`config.mk`:
```
export PLATFORM = sky130hd
export DESIGN_NAME = bp_me_cce_req_mux
export DESIGN_NICKNAME = d
export VERILOG_FILES = /design/src/rtl/bp_me_cce_req_mux.sv
export SDC_FILE = /design/constraint.sdc
export NUM_CORES = 1
export LEC_CHECK = 0
export CAP_MARGIN = 10
export CORE_AREA = 2 2 276 278
export CTS_CLUSTER_DIAMETER = 40
export DETAILED_ROUTE_END_ITERATION = 10
export DIE_AREA = 0 0 278 280
export HOLD_SLACK_MARGIN = 0.02
export PLACE_DENSITY = 0.48
export SYNTH_ARGS = -nofsm -noshare
export SYNTH_HDL_FRONTEND = slang
export SYNTH_SLANG_ARGS = --single-unit
```
`constraint.sdc`:
```
create_clock -name clk_i -period 7.3 [get_ports clk_i]
set_clock_uncertainty 0.15 [all_clocks]
set_input_delay 1.46 -clock clk_i [delete_from_list [all_inputs] [get_ports clk_i]]
set_output_delay 1.46 -clock clk_i [all_outputs]
set_load 0.01 [all_outputs]
```
`src/rtl/bp_me_cce_req_mux.sv`:
```
// Round-robin LCE-to-CCE request multiplexer with per-channel accept counters.
// Define BP_ME_CCE_REQ_MUX_WATCHDOG_EN to build in the stall watchdog.
module bp_me_cce_req_mux #(
  parameter int num_lce_p     = 4,
  parameter int msg_width_p   = 128,
  parameter int ctr_width_p   = 16,
  parameter int stall_limit_p = 1024
) (
  input  logic                             clk_i,
  input  logic                             reset_n_i,
  input  logic [num_lce_p*msg_width_p-1:0] lce_req_i,
  input  logic [num_lce_p-1:0]             lce_req_v_i,
  output logic [num_lce_p-1:0]             lce_req_yumi_o,
  output logic [msg_width_p-1:0]           cce_req_o,
  output logic                             cce_req_v_o,
  input  logic                             cce_req_yumi_i,
  input  logic                             clear_i,
  output logic [num_lce_p*ctr_width_p-1:0] accept_count_o,
  output logic                             stall_o
);

  localparam int ptr_w = $clog2(num_lce_p);

  typedef enum logic {IDLE, LOCKED} state_e;

  state_e                              state_q, state_d;
  logic [ptr_w-1:0]                    rr_ptr_q, rr_ptr_d;
  logic [ptr_w-1:0]                    sel_q, sel_d;
  logic [ptr_w-1:0]                    winner;
  logic                                winner_v;
  logic [ptr_w-1:0]                    present;
  logic                                req_v;
  logic                                xfer;
  logic [num_lce_p-1:0][ctr_width_p-1:0] cnt_q;

  function automatic logic [ptr_w-1:0] next_ptr(input logic [ptr_w-1:0] p);
    return (int'(p) == num_lce_p - 1) ? '0 : p + 1'b1;
  endfunction

  // First valid channel at or above rr_ptr_q, wrapping past the top.
  always_comb begin
    int unsigned idx;
    idx      = 0;
    winner   = '0;
    winner_v = 1'b0;
    for (int unsigned k = 0; k < num_lce_p; k++) begin
      idx = (int'(rr_ptr_q) + k) % num_lce_p;
      if (!winner_v && lce_req_v_i[idx]) begin
        winner_v = 1'b1;
        winner   = ptr_w'(idx);
      end
    end
  end

  assign present = (state_q == LOCKED) ? sel_q : winner;
  // Gated by reset so nothing is offered while the block is held in reset.
  assign req_v   = reset_n_i & ((state_q == LOCKED) | winner_v);
  assign xfer    = req_v & cce_req_yumi_i;

  always_ff @(posedge clk_i or negedge reset_n_i) begin
    if (!reset_n_i) begin
      state_q  <= IDLE;
      rr_ptr_q <= '0;
      sel_q    <= '0;
    end else begin
      state_q  <= state_d;
      rr_ptr_q <= rr_ptr_d;
      sel_q    <= sel_d;
    end
  end

  always_comb begin
    state_d  = state_q;
    rr_ptr_d = rr_ptr_q;
    sel_d    = sel_q;
    case (state_q)
      IDLE: begin
        if (winner_v) begin
          if (cce_req_yumi_i) begin
            rr_ptr_d = next_ptr(winner);
          end else begin
            sel_d   = winner;
            state_d = LOCKED;
          end
        end
      end
      LOCKED: begin
        if (cce_req_yumi_i) begin
          rr_ptr_d = next_ptr(sel_q);
          state_d  = IDLE;
        end
      end
      default: state_d = IDLE;
    endcase
  end

  always_comb begin
    cce_req_v_o    = req_v;
    cce_req_o      = '0;
    lce_req_yumi_o = '0;
    if (req_v) begin
      cce_req_o = lce_req_i[int'(present)*msg_width_p +: msg_width_p];
    end
    if (xfer) begin
      lce_req_yumi_o[present] = 1'b1;
    end
  end

  always_ff @(posedge clk_i or negedge reset_n_i) begin
    if (!reset_n_i) begin
      cnt_q <= '0;
    end else begin
      for (int unsigned i = 0; i < num_lce_p; i++) begin
        if (clear_i) begin
          cnt_q[i] <= '0;
        end else if (xfer && (present == ptr_w'(i)) && (cnt_q[i] != '1)) begin
          cnt_q[i] <= cnt_q[i] + 1'b1;
        end
      end
    end
  end

  assign accept_count_o = cnt_q;

`ifdef BP_ME_CCE_REQ_MUX_WATCHDOG_EN
  logic [19:0] stall_cnt_q, stall_cnt_d;
  logic        stall_q;

  // Counter saturates at the limit so a long stall cannot wrap it back under.
  always_comb begin
    stall_cnt_d = '0;
    if (req_v && !cce_req_yumi_i) begin
      stall_cnt_d = (stall_cnt_q == 20'(stall_limit_p)) ? stall_cnt_q : stall_cnt_q + 1'b1;
    end
  end

  always_ff @(posedge clk_i or negedge reset_n_i) begin
    if (!reset_n_i) begin
      stall_cnt_q <= '0;
      stall_q     <= 1'b0;
    end else begin
      stall_cnt_q <= stall_cnt_d;
      if (clear_i) begin
        stall_q <= 1'b0;
      end else if (stall_cnt_d == 20'(stall_limit_p)) begin
        stall_q <= 1'b1;
      end
    end
  end

  assign stall_o = stall_q;
`else
  assign stall_o = 1'b0;
`endif

endmodule

```
==> results.md <==
* Status: finished, final reports clean
* Worst skew pair latency at approximately 0.35 ns
* Top FF cell, synth: dfrtp_1
* Die W at 278 um
* Post-synth EDFFs at 0
* TritonCTS Buffers at 9
* Synthesized area per cell at ~7.5 sq um
* Global-route wire length before repair at 105000 um
* Post-synthesis cell type count at 56
* Vias per inst at a little under 5
* Multiplexer area fraction after synthesis at approximately a quarter
* Largest family of logic cells by synthesized area: compound AO/OA/AOI/OAI gates
* CP peak stage delay at roughly 0.60 ns
* Area Overhead vs Synth at 77.1%
* Gate power share at about three quarters
* Startpoint Class: input pin
* Final Hold Viols at 0
* FF-to-FF setup slack at 4.07 ns
* Highest Clock Rate at approximately 160 MHz
* Synth area leader: dfrtp_1
* Nets at between 2000 and 3000
* Core region area at roughly 0.075 sq mm
* Final min period at about 6.4 ns
* Yosys warns at 0
* Chip Height at around 280 um
* Final period util at slightly below 90%
* Mapped Nets at 2013
* Crit-path cells: clkdlybuf4s50_1, nor2_1, nor4_2, nor3_2, a21oi_2, nor2_4, buf_12, a221o_1, clkdlybuf4s50_1
* Most frequent cell after synthesis: nand2_1
* P_sw at 1.83 mW
* All-Layer GR Usage at between 10% and 20%
* Design Area, Final at between 0.015 and 0.02 sq mm
* Worst-Margin Slew at between 1 and 1.5 ns
* Cell Area, Synth at 0.0112 sq mm
* Resize count post-CTS at 0
* Pre-Repair DR Iteration Count at 6
* Initial antenna violation count at 33
* Die ar. at roughly 0.08 sq mm
* Total Power at 4.01 mW
* Routed via count at around 15000
* Max-slew violations at 0
* CTS tree: built
* Asr flop ratio synth at 100%
* Final TNS setup at 0 ns
* IO buf count at between 700 and 800
* Pleak at approximately 7.3 nW
* H-tree lvl count at 3
* RSZ-0062 raised after global routing: false
* Switching portion of total power at roughly 46%
* Total gr overflow at 0
* Hold_sp: accept_count_o[60]$_DFFE_PN0P_
* Cell area power density at about 200 mW/mm^2
* Maximum vdd drop at between 0.15 and 0.2 mV
* Placed Instance Area at 0.0194 sq mm
* Reg2reg start: rr_ptr_q[1]$_DFFE_PN0P_
* Post-DP HPWL at about 57000 um
* Final setup violating endpoints at 0
* Placer Congestion at between 0.8 and 0.9
* CTS Root Cell: clkbuf_16
* Worst hold path endpoint: accept_count_o[60]$_DFFE_PN0P_
* Max FO, Critical Path at 73
* Worst path arrival time at 4.78 ns
* Required time of the critical path at approximately 5.7 ns
* Wire per inst at 24.0 um
* Post-synthesis adder-cell area fraction at 0.560%
* #FFs+latches synth at 69
* Row cnt at roughly 100
* Critical setup path kind: input pin to output port
* Yosys top cell area share at between 10% and 20%
* Internal at roughly 2.2 mW
* Sequential share of power at about an eighth
* Share of layout cells above drive strength 1 at under 10%
* Cells after Synth at 1488
* CTS Hold Bufs at 0
* CP endpoint kind: output port
* Initial Util at around 15%
* Critical path's slowest cell: clkdlybuf4s50_1
* Synth area leaders: dfrtp_1 (15%), mux2_2 (13%), mux2i_1 (12%)
* Io pins at 718
* Worst hold path type: flop to flop
* Synth top cells by count: nand2_1 (158), nor2_1 (154), mux2i_1 (131)
* CTS clk-pin slew, worst paths at approximately 0.050 ns
* Hold path cells at 2
* Postcts setup bufs at 0
* DRC viols at 0
* Max_slew headroom at a little under a third
* Iter 0 DRT Violations at between 1000 and 1500
* Clock buffer depth at 2
* Vias in the first global route at approximately 16000
* Xor/xnor share of the synthesized area at less than 1%
* Clock sink count at between 60 and 70
* Largest net degree at the start of global routing at between 100 and 150
* Most used cell, CP: clkdlybuf4s50_1
* Share of power burned in the clock network at 12.2%
* Compound-gate portion of the synthesized area at between 30 and 40%
* Worst reg-to-reg path cell count at 7
* Synth Area in Simple Gates at about a fifth
* Reg2reg end: accept_count_o[24]$_DFFE_PN0P_
* Share of the yosys chip area belonging to registers at 15.5%
* Max-Cap Viols at 0
* Antenna-violating nets left at 0
* Routed WL at ~74000 um
[worst max-delay path, delay by kind of cell]
| family | cells | cell delay [ns] |
|---|---|---|
| buffers and inverters | 3 | 1.30 |
| AO/OA/AOI/OAI | 2 | 1.01 |
| AND/OR/NAND/NOR | 4 | 0.86 |
[worst max-delay path by stage]
| stage | endpoint | cells after the start | slack, ns | from |
|---|---|---|---|---|
| final | cce_req_o[71] | 9 | 0.91 | lce_req_v_i[3] |
| after global routing | cce_req_o[71] | 9 | 0.79 | lce_req_v_i[3] |
| after CTS | cce_req_o[45] | 9 | 0.98 | lce_req_v_i[3] |
| after detailed placement | cce_req_o[71] | 9 | 1.00 | lce_req_v_i[3] |
| after global placement | cce_req_o[71] | 9 | 1.0 | lce_req_v_i[1] |
| after floorplan | cce_req_o[117] | 9 | 2.55 | lce_req_v_i[2] |
[routing by layer]
layer	global-route usage (%)	vias up	part of all wire, %
li1	-	6986	-
met1	20.9	7519	39
met2	31.3	717	50
met3	4.53	133	7.8
met4	5.97	24	3.0
met5	0	-	0.22
[final cells by class]
| class | count | area (sq um) |
|---|---|---|
| fill | 8097 | 55400 |
| multi-input combinational | 1261 | 8860 |
| timing repair buffer | 754 | 7570 |
| sequential | 69 | 1730 |
| tap | 978 | 1220 |
| clock buffer | 10 | 239 |
| clock inverter | 6 | 86.3 |
| antenna | 12 | 30.0 |
| inverter | 7 | 26.3 |
[flip-flops by register name (all words and copies together), names as in the netlist]
signal / cells
rr_ptr_q: 2
sel_q: 2
accept_count_o: 64
state_q: 1
[cells by family (layout without fill, tap and decap cells)]
group                    Yosys count  count (layout)
AO/OA/AOI/OAI                    506             506
AND/OR/NAND/NOR                  476             476
multiplexers                     265             265
buffers and inverters            158             777
flip-flops                        69              69
XOR/XNOR                           8               8
adder cells (fa/ha/maj)            5               5
other                              1              13
[power groups by stage]
| stage | logic, mW | clock network (mW) | registers, mW |
|---|---|---|---|
| 5_1_grt | 3.24 | 0.513 | 0.480 |
| 6_report | 3.04 | 0.490 | 0.476 |
| 4_1_cts | 3.05 | 0.500 | 0.475 |
| 2_1_floorplan | 1.75 | 0 | 0.412 |
| 3_3_place_gp | 3.02 | 0 | 0.482 |
| 3_5_place_dp | 3.03 | 0 | 0.483 |
[metrics by stage]
step / hold slack, ns / std cells / setup slack [ns] / util [%]
2_1_floorplan: 0.407 / 1488 / 2.55 / -
3_3_place_gp: 0.384 / 3069 / 1.00 / 25.8
5_1_grt: 0.457 / 3095 / 0.787 / 26.3
6_report: 0.420 / 3097 / 0.909 / 26.3
3_5_place_dp: 0.410 / 3069 / 1.00 / 25.8
4_1_cts: 0.426 / 3085 / 0.981 / 26.3
[layout by cell type (no fill, tap or decap), types with 7 or more instances in the layout]
cell / Yosys / layout
mux2_2: 130 / 130
clkbuf_16: 0 / 9
o21ai_0: 89 / 89
dfrtp_1: 69 / 67
o31ai_1: 22 / 22
nor2b_1: 13 / 13
or3_1: 24 / 24
a221o_1: 128 / 128
nand3_1: 22 / 22
diode_2: 0 / 12
mux2i_1: 131 / 131
nand2_1: 158 / 157
and3_1: 20 / 20
a21oi_1: 51 / 51
a22oi_1: 127 / 127
o21ai_1: 72 / 72
nand4_1: 19 / 19
and4_1: 7 / 7
and2_1: 11 / 11
clkdlybuf4s50_1: 0 / 714
buf_4: 1 / 28
nor2_1: 154 / 148
or4_1: 22 / 22
buf_12: 0 / 10
Note: power is estimated with default switching activity, not from simulation.
